<file path="config.mk">
export PLATFORM = sky130hd
export DESIGN_NAME = ps2_send_scheduler
export DESIGN_NICKNAME = d
export VERILOG_FILES = /design/src/rtl/ps2_send_scheduler_pkg.sv /design/src/rtl/ps2_send_scheduler_arbiter.sv /design/src/rtl/ps2_send_scheduler.sv
export SDC_FILE = /design/constraint.sdc
export NUM_CORES = 1
export LEC_CHECK = 0
export CORE_UTILIZATION = 30
export DETAILED_ROUTE_END_ITERATION = 16
export SLEW_MARGIN = 5
export SYNTH_ARGS = -nofsm -noshare
export SYNTH_HDL_FRONTEND = slang
export SYNTH_SLANG_ARGS = --single-unit
</file>
<file path="constraint.sdc">
create_clock -name clock -period 2.4 [get_ports clock]
set_input_delay 0.36 -clock clock [delete_from_list [all_inputs] [get_ports clock]]
set_output_delay 0.36 -clock clock [all_outputs]
set_load 0.02 [all_outputs]
</file>
<file path="src/rtl/ps2_send_scheduler_pkg.sv">
// Shared definitions for the PS/2 device-send scheduler: FSM state codes,
// device reply bytes and a small classifier for those replies.
package ps2_send_scheduler_pkg;

    typedef logic [3:0] state_t;

    localparam state_t ST_IDLE     = 4'd0;
    localparam state_t ST_LOAD     = 4'd1;
    localparam state_t ST_KICK     = 4'd2;
    localparam state_t ST_XMIT     = 4'd3;
    localparam state_t ST_WAIT_ACK = 4'd4;
    localparam state_t ST_GAP      = 4'd5;   // one low cycle so a resend gets a fresh rising edge
    localparam state_t ST_NEXT     = 4'd6;
    localparam state_t ST_DONE     = 4'd7;
    localparam state_t ST_ABORT    = 4'd8;

    localparam logic [7:0] PS2_ACK    = 8'hFA;
    localparam logic [7:0] PS2_RESEND = 8'hFE;

    // True for the two bytes the scheduler swallows while waiting for a reply.
    function automatic logic is_reply(input logic [7:0] b);
        return (b == PS2_ACK) || (b == PS2_RESEND);
    endfunction

endpackage

</file>
<file path="src/rtl/ps2_send_scheduler_arbiter.sv">
// Two-way round-robin arbiter with a lock. bit 0 of req is requester A,
// bit 1 is requester B; grant 0 means A, 1 means B. The grant is captured
// while unlocked and held while locked; last_grant only moves when the
// owning command finishes.
module ps2_rr_arbiter2 (
    input  logic       clock,
    input  logic       reset,
    input  logic [1:0] req,
    input  logic       lock,
    input  logic       update,
    output logic       grant,
    output logic       pick
);

    logic grant_reg;
    logic last_reg;

    // On a tie the requester that did not finish last wins.
    assign pick  = (req == 2'b11) ? ~last_reg : req[1];
    assign grant = grant_reg;

    // Grant capture while unlocked, history update on command completion.
    always_ff @(negedge clock) begin
        if (reset) begin
            grant_reg <= 1'b0;
            last_reg  <= 1'b1;
        end else begin
            if (!lock && (req != 2'b00)) begin
                grant_reg <= pick;
            end
            if (update) begin
                last_reg <= grant_reg;
            end
        end
    end

endmodule

</file>
<file path="src/rtl/ps2_send_scheduler.sv">
// PS/2 device-send scheduler: arbitrates two command sources, sends each
// command byte through the transmitter, waits for ACK/RESEND with retry
// and timeout, and forwards every other received byte to the scancode path.
module ps2_send_scheduler
    import ps2_send_scheduler_pkg::*;
#(
    parameter logic [19:0] ACK_TIMEOUT   = 20'd200000,
    parameter logic [15:0] START_TIMEOUT = 16'd64,
    parameter logic [1:0]  MAX_RETRY     = 2'd3
) (
    input  logic       clock,
    input  logic       reset,
    input  logic       req_a_valid,
    input  logic [7:0] req_a_data,
    input  logic       req_a_last,
    output logic       req_a_ready,
    input  logic       req_b_valid,
    input  logic [7:0] req_b_data,
    input  logic       req_b_last,
    output logic       req_b_ready,
    output logic       send_request,
    output logic [7:0] send_data,
    input  logic       sending_data_flag,
    input  logic       rx_valid,
    input  logic [7:0] rx_data,
    output logic       fwd_valid,
    output logic [7:0] fwd_data,
    output logic       done_valid,
    output logic       done_src,
    output logic       done_error,
    output logic       busy
);

    state_t      state_reg;
    state_t      state_next;
    logic [19:0] cnt_reg;
    logic [1:0]  retry_reg;
    logic [1:0]  retry_next;
    logic [7:0]  data_reg;
    logic        last_reg;
    logic        fwd_valid_reg;
    logic [7:0]  fwd_data_reg;

    logic        grant;
    logic        pick;
    logic        lock;
    logic        finish;
    logic        sel;
    logic        sel_valid;
    logic        sel_last;
    logic [7:0]  sel_data;
    logic        retry_go;
    logic        load_en;
    logic        rx_ack;
    logic        rx_resend;

    assign lock   = (state_reg != ST_IDLE);
    assign finish = (state_reg == ST_DONE) || (state_reg == ST_ABORT);

    ps2_rr_arbiter2 u_arb (
        .clock  (clock),
        .reset  (reset),
        .req    ({req_b_valid, req_a_valid}),
        .lock   (lock),
        .update (finish),
        .grant  (grant),
        .pick   (pick)
    );

    // In IDLE the arbiter's pick is the source about to be granted; after
    // that the locked grant selects the source.
    assign sel       = (state_reg == ST_IDLE) ? pick : grant;
    assign sel_valid = sel ? req_b_valid : req_a_valid;
    assign sel_data  = sel ? req_b_data  : req_a_data;
    assign sel_last  = sel ? req_b_last  : req_a_last;

    assign rx_ack    = rx_valid && (rx_data == PS2_ACK);
    assign rx_resend = rx_valid && (rx_data == PS2_RESEND);

    // Next-state and retry bookkeeping; every failure funnels into retry_go.
    always_comb begin
        state_next = state_reg;
        retry_next = retry_reg;
        retry_go   = 1'b0;
        case (state_reg)
            ST_IDLE: begin
                if (req_a_valid || req_b_valid) state_next = ST_LOAD;
            end
            ST_LOAD: state_next = ST_KICK;
            ST_KICK: begin
                if (sending_data_flag)                       state_next = ST_XMIT;
                else if (cnt_reg == {4'd0, START_TIMEOUT})   retry_go   = 1'b1;
            end
            ST_XMIT: begin
                if (!sending_data_flag) state_next = ST_WAIT_ACK;
            end
            ST_WAIT_ACK: begin
                // An ACK beats a timeout that expires on the same cycle.
                if (rx_ack)                         state_next = last_reg ? ST_DONE : ST_NEXT;
                else if (rx_resend)                 retry_go   = 1'b1;
                else if (cnt_reg == ACK_TIMEOUT)    retry_go   = 1'b1;
            end
            ST_GAP: state_next = ST_KICK;
            ST_NEXT: begin
                retry_next = 2'd0;
                if (sel_valid) state_next = ST_LOAD;
            end
            ST_DONE: begin
                retry_next = 2'd0;
                state_next = ST_IDLE;
            end
            ST_ABORT: begin
                retry_next = 2'd0;
                state_next = ST_IDLE;
            end
            default: state_next = ST_IDLE;
        endcase
        if (retry_go) begin
            if (retry_reg < MAX_RETRY) begin
                retry_next = retry_reg + 2'd1;
                state_next = ST_GAP;
            end else begin
                state_next = ST_ABORT;
            end
        end
    end

    assign load_en = (state_next == ST_LOAD) && (state_reg != ST_LOAD);

    // State, retry count and the saturating per-state timeout counter.
    always_ff @(negedge clock) begin
        if (reset) begin
            state_reg <= ST_IDLE;
            retry_reg <= 2'd0;
            cnt_reg   <= 20'd0;
        end else begin
            state_reg <= state_next;
            retry_reg <= retry_next;
            if (state_next != state_reg)  cnt_reg <= 20'd0;
            else if (cnt_reg != '1)       cnt_reg <= cnt_reg + 20'd1;
        end
    end

    // Byte capture on entry to LOAD so send_data is stable as send_request rises.
    always_ff @(negedge clock) begin
        if (reset) begin
            data_reg <= 8'd0;
            last_reg <= 1'b0;
        end else if (load_en) begin
            data_reg <= sel_data;
            last_reg <= sel_last;
        end
    end

    // Receive filter: replies are swallowed only while waiting for one.
    always_ff @(negedge clock) begin
        if (reset) begin
            fwd_valid_reg <= 1'b0;
            fwd_data_reg  <= 8'd0;
        end else begin
            fwd_valid_reg <= rx_valid && !((state_reg == ST_WAIT_ACK) && is_reply(rx_data));
            if (rx_valid) fwd_data_reg <= rx_data;
        end
    end

    assign req_a_ready  = (state_reg == ST_LOAD) && !grant;
    assign req_b_ready  = (state_reg == ST_LOAD) &&  grant;
    assign send_request = (state_reg == ST_LOAD) || (state_reg == ST_KICK);
    assign send_data    = data_reg;
    assign fwd_valid    = fwd_valid_reg;
    assign fwd_data     = fwd_data_reg;
    assign done_valid   = finish;
    assign done_src     = finish && grant;
    assign done_error   = (state_reg == ST_ABORT);
    assign busy         = (state_reg != ST_IDLE);

endmodule
</file>
; ---- Word level (Yosys, flattened, before mapping)
; Index checks and enable logic that the tools add are counted.
; W data, S select, Z words.
[word_totals]
register_bits = 46
latchBits = 0
ramBits = 0
mem_bits_ro = 0
in_bits = 32
out_inout_bits = 24
wordCells = 75
n_memories = 0
[classes]
n_addsub = 2
mul = 0
div_mod_pow = 0
magnitude_cmp = 1
eq_ne = 17
n_shift = 0
n_mux = 23
n_bitwise = 1
n_reduce_logical = 22
[ops]
columns = cell, count
row1 = $mux W4, 7
row2 = $pmux W4 S6, 1
row3 = $add A20 B1 Y20 const B, 1
row4 = $eq A20 B18 Y1 const B, 1
row5 = $eq A20 B7 Y1 const B, 1
row6 = $ne A20 B20 Y1 const B, 1
row7 = $eq A4 B3 Y1 const B, 4
row8 = $eq A8 B8 Y1 const B, 2
row9 = $mux W1, 10
row10 = $logic_and A1 B1 Y1, 9
row11 = $eq A4 B1 Y1 const B, 2
row12 = $eq A4 B2 Y1 const B, 2
row13 = $mux W8, 1
row14 = $mux W2, 3
row15 = $eq A4 B4 Y1 const B, 1
row16 = $logic_not A4 Y1, 1
row17 = $logic_or A1 B1 Y1, 4
row18 = $ne A4 B1 Y1 const B, 1
row19 = $ne A4 B4 Y1, 1
row20 = $reduce_bool A4 Y1, 1
row21 = $reduce_or A2 Y1, 2
row22 = $logic_not A1 Y1, 3
row23 = $reduce_or A3 Y1, 1
row24 = $add A2 B1 Y2 const B, 1
row25 = other kinds (5), 5

; ---- Longest topological paths before layout
; Gate-level depths: netlist of run 1.
[logic_depth]
depth_word = 9
mapped_depth = 9
mapped_depth_nobuf = 8

; ---- By module
; A second synthesis of run 1 with hierarchy kept.
[hier_totals]
cells_unflattened = 316
hier_area_um2 = 2677.6
[modules_own_cells]
columns = module, instances, cells_each, area_each_um2, seq_area_each_um2
row1 = ps2_send_scheduler, 1, 306, 2585.0, 880.8
row2 = ps2_rr_arbiter2, 1, 10, 92.6, 40.0

==> results list, run 1 <==
- In this design, the largest share of critical-path delay is due to simple AND/OR/NAND/NOR gates.
- Mean post-synth cell area: 8.53 sq um
- Counting both buffers and inverters, the worst setup path holds a total of 3.
* Post-Syn Instances: 276
- Width of the die: 90.6 microns
* Int Power: 1540 uW
- VDD sags by at most 0.236 mV.
* First DRT Iteration DRCs: 89
* Average wire per standard cell: 13.2 microns
- Yosys mapped a number of flops with a built-in enable equal to 0.
- After Yosys synthesis, and, or, nand and nor cells account for 27.9% of the synthesized area.
- Largest register FFs: 20
- In this run the clock root is driven by a clkbuf_8.
* Final max-slew violation count: 0
- After floorplanning, the core was divided into 31 placement rows.
* Classification of the worst-slack hold path: register to register
- Status: finished, violations left
- The total overflow left after global routing is 0.
* Delay of the slowest cell on the worst path: 0.51 ns
- For this run, design rule violations remaining after detail routing come to 0.
- Worst-Margin Slew: 0.711 ns
- The die covers 8200 sq um.
* Worst slew slack as a fraction of its limit: 52.4%
- Number of routed nets with antenna violations: 0
- First-pass GRT wire length: 11300 microns
* Number of fillers in the final layout: 667
* Library cells used by synthesis: 47
- Number of cells in the design after placement: 461
- Fraction of the yosys area taken by sequential cells: 39.1%
- Among all flip-flop cells after synthesis, the most frequent one is dfxtp_1.
* Avg Vias per Cell: 4.90
- Power Total: 2410 uW
- Maximum clock path buffer count: 2
- Clock H-tree levels: 2
- Reg power frac: 36.1%
* Number of clock sinks: 46
- DRT Pass-1 Iters: 4
- Area share of xor/xnor cells in the synthesized design: 4.84%
* Total wirelength of the detailed-routed design: 7000 microns
- By area, the combinational part of the netlist is dominated by simple AND/OR/NAND/NOR gates.
- The routed layout has 2609 vias.
* # IOs: 56
- CP endpoint kind: register
- Area added between synthesis and finish: 75.7%
- RSZ-0062 raised after global routing: yes
* Endpoint required time on the critical path: 1.48 ns
- The finished layout holds 532 standard cells, fillers aside.
- Cell mode on critical path: buf_6
- After clock tree synthesis, the flow added hold-fix buffers numbering 0.
- The core region is 7410 sq um.
- In this run, CTS created clock tree buffers numbering 5.
* Final worst setup slack: -0.595 ns
- Leak Pwr: 0.00181 uW
* Clock-pin slew reported for the worst setup and hold paths after clock tree synthesis: 0.04 ns
* Dpl ws: -1.33 ns
* Switching pwr: 878 uW
- After synthesis the cells add up to 2350 sq um.
* Async set or reset register ratio after synthesis: 0%
- Across the run, the number of max-cap violations was 0.
- Ordered cell list for the critical path: buf_6 -> nand2b_4 -> or4b_4 -> o211ai_4 -> a31o_1 -> nand4_1 -> buf_6 -> buf_6 -> a311oi_2
- The checks that failed: negative setup slack.
- The share of total power dissipated in combinational logic is 31.0%.
- PD cells: 584 nW/um^2
- The number of antenna violations at the first check in global routing was 0.
* Slowest-stage cell, CP: or4b_4
- The setup path with the least slack is of type primary input to register.
- The congestion estimate from routability-driven global placement came to 0.804.
- The library cell used most frequently in the layout, excluding fill and tap cells, is inv_1.
- Seq cells post-synth: 46
- When the netlist entered floorplanning its net count stood at 311.
* Starting Density: 31.8%
- Crit path max fanout: 3
- Worst reg2reg setup slack: -0.29 ns
- Of the total power, the share spent switching nets is 36.4%.
- Setup Viol. Count Final: 42
* Fraction of layout instances using a drive strength above 1: 42.7%
- Adder-cell area share of the yosys netlist: 1.59%
- Multiplexer share of the synthesized area: 8.08%
- Per report_power, the clock group accounts for 32.9% of the total.
* Data arrival, critical path: 2.08 ns
- Entering global routing, the biggest net connects 28 pins.
- NumNets Final: 467
- The synthesized netlist devotes 14.7% of its cell area to compound gates.
* Final HPWL DP: 4460 microns
- GRT Overall Usage: 16.8%
- Vertical die dimension: 90.6 microns
* IO Port Bufs: 55
- The number of global-route vias before repair was 2633.
* Fin. Hold Viols: 0
* Startpoint class of the critical path: primary input
- Post-Route Skew: 0.0164 ns
- TritonCTS built the clock tree.
* Antenna cell count: 0
- Skew-Pair Late Insertion Delay: 0.37 ns
- Number of warning messages in the yosys log: 0
- Most frequent cells in the layout: inv_1, buf_4, buf_6
## per-layer routing
metal / routed length (microns) / GRT usage, % / up-vias
met2: 3550 / 27.2 / 85
met5: 0 / 0 / -
met1: 2980 / 19.2 / 1196
li1: - / - / 1322
met4: 96 / 8.87 / 0
met3: 376 / 5.98 / 6
## worst paths after layout
path	start	to	depth (start not counted)
worst min register to register	retry_reg[0]	retry_reg[0]	1
worst max-delay path	rx_data[0]	cnt_reg[16]	9
worst min-delay path	retry_reg[0]	retry_reg[0]	1
worst max register to register	state_reg[0]	cnt_reg[16]	9
## power groups by stage
stage / combinational [uW] / sequential, uW / clock [uW]
global route: 797 / 877 / 931
global placement: 596 / 867 / 119
floorplan: 280 / 910 / 119
CTS: 660 / 863 / 834
finish: 749 / 873 / 793
detailed placement: 601 / 868 / 119
## cells in the mapped netlist (all sizes together) (4+ instances only)
| library cell | n | area [sq um] |
|---|---|---|
| nand2b | 5 | 31.3 |
| nor2 | 46 | 173 |
| nor3b | 4 | 30.0 |
| and3 | 7 | 43.8 |
| nand4 | 7 | 43.8 |
| mux2i | 19 | 190 |
| nand2 | 14 | 52.6 |
| xnor2 | 9 | 78.8 |
| a21oi | 9 | 45.0 |
| clkbuf | 7 | 26.3 |
| xor2 | 4 | 35.0 |
| inv | 9 | 33.8 |
| o21ai | 5 | 25.0 |
| a31oi | 7 | 50.1 |
| buf | 6 | 28.8 |
| nand3 | 11 | 55.1 |
| nor4b | 4 | 35.0 |
| dfxtp | 46 | 921 |
| a211oi | 9 | 67.6 |
| nor3 | 8 | 40.0 |
## metrics by stage
step / utilization, % / TNS, ns / instance area [sq um] / hold slack (ns)
after global placement: 45.8 / -49.66 / 3390 / 0.458
final: 55.8 / -19.52 / 4130 / 0.478
after floorplan: - / -23.56 / 2470 / 0.447
after CTS: 52.5 / -16.99 / 3890 / 0.471
after global routing: 55.8 / -21.13 / 4130 / 0.505
after detailed placement: 45.8 / -51.37 / 3390 / 0.463
## cell type report
class	count	area (sq um)	area share [%]
clock inverter	49	191	4.63
timing repair buffer	117	1090	26.5
sequential	46	950	23.0
multi-input combinational	208	1680	40.6
tap	99	124	3.00
inverter	8	30.0	0.726
clock buffer	5	68.8	1.66
## logic make-up after synthesis
group	count (synthesis)
AO/OA/AOI/OAI	47
multiplexers	19
flip-flops	46
adder cells (fa/ha/maj)	3
AND/OR/NAND/NOR	126
buffers and inverters	22
XOR/XNOR	13
## repair_timing
item	CTS	global route
pin swaps	29	11
setup buffers	6	12
endpoints found under the setup margin	61	58
gates cloned	2	0
resized for setup	237	52
No activity file was read; power rests on OpenSTA's default activity.
==> run 2: changes to the inputs <==
Settings changed: CAP_MARGIN set to 20, SYNTH_HIERARCHICAL set to 1.
==> run 2 against run 1 <==
Net effect: the flow still finishes with violations (negative setup slack); total power increased by 17%; non-clock buffer count increased by 25; die area grew 13%; largest cell class unchanged; worst hold slack worse by 0.013 ns; register-to-register slack improved by 0.05 ns.
==> results list, run 2 <==
* Leak Pwr: 0.00220 uW (+22%)
- Maximum clock path buffer count: 2 (unchanged)
* Cell at the root of the clock tree: clkbuf_8
* Crit path max fanout: 4 (+1)
* Dpl ws: -1.21 ns (+0.117 ns)
* Violated checks: negative setup slack
- The final count of hold timing violations is 0 (unchanged).
- Reg power frac: 31.1% (-5.0 points)
- The first-pass GRT wire length came to 13600 microns (+20%).
* Average wire per standard cell: 14.3 microns (+8.7%)
- The cell count after synthesis was 316 (+14%).
* Classification of the worst-slack hold path: register to register
* Rows: 34 (+9.7%)
- Area added between synthesis and finish: 79.8%
* Endpoint required time on the critical path: 2.04 ns (+0.56 ns)
- Antenna cell count: 0 (unchanged)
* Total wirelength of the detailed-routed design: 8560 microns (+22%)
- Adder-cell area share of the yosys netlist: 1.40% (-0.19 points)
- The x dimension of the die is 96.5 microns (+6.5%).
* Vias in the first global route: 3020 (+15%)
- The utilization after layout came to 55.5% (-0.32 points).
* Worst-Margin Slew: 0.824 ns (+0.113 ns)
- The worst slew slack as a fraction of its limit came to 44.3% (-8.1 points).
- Core ar.: 8680 sq um (+17%)
- The critical path is of the register to output port type.
- Cell area after layout: 4810 sq um (+16%)
- The weighted congestion reported at the end of routability-driven placement came to 0.831 (+3.4%).
- # Max-Cap Violations: 0 (unchanged)
* Leading cell type in the layout, fill and taps excluded: buf_4
* TritonCTS Buffers: 5 (unchanged)
- The internal power component came to 1810 uW (+18%).
- Skew-Pair Late Insertion Delay: 0.39 ns (+0.02 ns)
* Number of antenna violations at the first check in global routing: 0 (unchanged)
* Share of total power consumed by net switching: 35.7% (-0.65 points)
- Final max-slew violation count: 0 (unchanged)
- Most frequent cells in the layout: buf_4, inv_1, buf_6
- The register-to-register setup slack is -0.24 ns (+0.05 ns).
* Most used standard cell by instance count after synthesis: dfxtp_1
* IO Port Bufs: 55 (unchanged)
* Largest cells by area after synthesis: dfxtp_1, mux2i_1, nor2_1
- The HPWL reported at the end of detailed placement came to 5360 microns (+20%).
- STA classifies the critical path startpoint as a register.
- The total vias in the final route is 3000 (+15%).
- RSZ-0062 raised after global routing: yes
- The XOR/XNOR share of the synthesized area is 4.58% (-0.26 points).
* Dpl cell area: 3790 sq um (+12%)
* Seq cells post-synth: 46 (unchanged)
- The worst endpoint data arrival time is 2.63 ns (+0.55 ns).
- Status: finished, violations left
- Clock-pin slew reported for the worst setup and hold paths after clock tree synthesis: 0.04 ns (about the same)
- The I/O pin total was 56 (unchanged).
- The first-pass iteration count of the detailed router is 5 (+1).
- By area, the combinational part of the netlist is dominated by simple AND/OR/NAND/NOR gates.
- Post-Route Skew: 0.0343 ns (+0.0180 ns)
- Post-synthesis net count: 351 (+13%)
- The number of synthesized flops with an enable pin was 0 (unchanged).
* GRT Overall Usage: 18.8% (+2.0 points)
- Async set or reset register ratio after synthesis: 0% (unchanged)
- The power share of the combinational group is 36.8% (+5.8 points).
- Largest register FFs: 20 (unchanged)
- The largest voltage drop on the vdd net came to 0.285 mV (+21%).
- Slowest-stage cell, CP: dfxtp_4
* Total die area: 9310 sq um (+13%)
* Fraction of the yosys area taken by sequential cells: 34.4% (-4.7 points)
- The total of warnings raised by yosys came to 6 (+6).
- Simple-gate share of the synthesized area: 32.4% (+4.5 points)
* First DRT Iteration DRCs: 200 (+120%)
- Share of Yosys cell area claimed by the top area cell type: 34.4% (-4.7 points)
- Cell family with most CP delay: simple AND/OR/NAND/NOR gates
* Number of routed nets with antenna violations: 0 (unchanged)
- The multiplexer share of the synthesized area came to 9.53% (+1.5 points).
- The number of buffers inserted for hold repair after clock tree synthesis is 0 (unchanged).
- The power per unit of standard cell area was 586 nW/um^2 (+0.31%).
- Library cells used by synthesis: 51 (+8.5%)
* Clock H-tree levels: 2 (unchanged)
* Grt ovf: 0 (unchanged)
- Clock tree from TritonCTS: built
- The effective utilization at floorplan came to 30.9% (-0.91 points).
- The synthesized area came to 2680 sq um (+14%).
- The number of buffer and inverter instances along the worst setup path was 1 (-2).
- Top cells by count, synth: dfxtp_1, nor2_1, nand2_1, mux2i_1, a21oi_1
* NumNets Final: 525 (+12%)
* Compound-Gate Fraction of Synth Area: 12.6% (-2.1 points)
- Number of fillers in the final layout: 781 (+17%)
* Ordered cell list for the critical path: nor4b_4 -> a21o_1 -> and2_4 -> buf_6
- DRC violations left: 0 (unchanged)
- The longest individual stage delay on the worst path is 0.36 ns (-0.15 ns).
- The most used flip-flop cell after synthesis is dfxtp_1.
- Fraction of layout instances using a drive strength above 1: 46.4% (+3.7 points)
- Vertical die dimension: 96.5 microns (+6.5%)
- The biggest area contributor in the post-synthesis netlist is dfxtp_1.
- The largest net degree at the start of global routing came to 28 (unchanged).
- Part of the power in the clock network: 32.2% (-0.7 points)
* Mean post-synth cell area: 8.47 sq um (-0.63%)
* Setup Viol. Count Final: 43 (+2.4%)
- The power spent charging and discharging nets was 1010 uW (+15%).
- Avg Vias per Cell: 5.01 (+2.1%)
- The least setup slack across all paths after layout is -0.590 ns (+0.00586 ns).
* CP endpoint kind: output port
- The number of sinks on the clock net was 46 (unchanged).
[run 2: cell families (layout without fill, tap and decap cells)]
logic type,Yosys count,count (layout)
xor gates and xnor gates,14,14
and+or+nand+nor,154,154
muxes,25,25
DFF,46,46
AOI/OAI and AO/OA,43,43
adders and majority gates,3,3
buffers and inverters,31,206
[run 2: area by class of cell]
class                   instances  area, sq um  area share (%)
multi-input cells             239         2030            42.1
repair buffers                142         1370            28.4
well taps                     108          135            2.81
inverters                      10         40.0           0.832
flip-flops and latches         46          958            19.9
clock inverters                49          216            4.50
clock buffers                   5         68.8            1.43
[run 2: final timing paths]
kind,startpoint,end,cells after the start
hold / removal,fwd_data[7],fwd_data[7],2
hold reg to reg,fwd_data[7],fwd_data[7],2
setup / recovery,state_reg[1],done_src,4
setup reg to reg,state_reg[1],cnt_reg[3],11
[run 2: timing repair]
action                     4_1_cts  5_1_grt
cloned                           5        2
pin swaps                       30       28
setup buffers                   20       18
resized for setup              256       67
setup endpoints to repair       61       57
[run 2: power groups by stage]
stage	registers, uW	clock network (uW)	logic (uW)
CTS	870	949	946
global route	880	1050	1100
detailed placement	870	122	669
finish	877	907	1040
floorplan	908	122	380
global placement	867	122	660
[run 2: stage by stage]
| step | hold slack (ns) | setup TNS [ns] | total power (uW) | instances |
|---|---|---|---|---|
| global placement | 0.447 | -47.03 | 1650 | 512 |
| finish | 0.465 | -16.53 | 2820 | 599 |
| CTS | 0.453 | -20.80 | 2770 | 587 |
| global route | 0.486 | -18.59 | 3030 | 599 |
| detailed placement | 0.451 | -48.74 | 1660 | 512 |
| floorplan | 0.442 | -17.56 | 1410 | 316 |
[run 2: layer usage]
| layer | wire, microns | vias up | GRT usage [%] |
|---|---|---|---|
| met1 | 3720 | 1437 | 22.1 |
| met2 | 4330 | 80 | 30.8 |
| met4 | 109 | 0 | 9.31 |
| met3 | 403 | 9 | 6.03 |
| met5 | 0 | - | 0 |
| li1 | - | 1474 | - |
[run 2: tightest hold or removal path, stage by stage (launching register included)]
cell	delay [ns]
dfxtp_2	0.31
nand2_1	0.05
a21oi_1	0.05
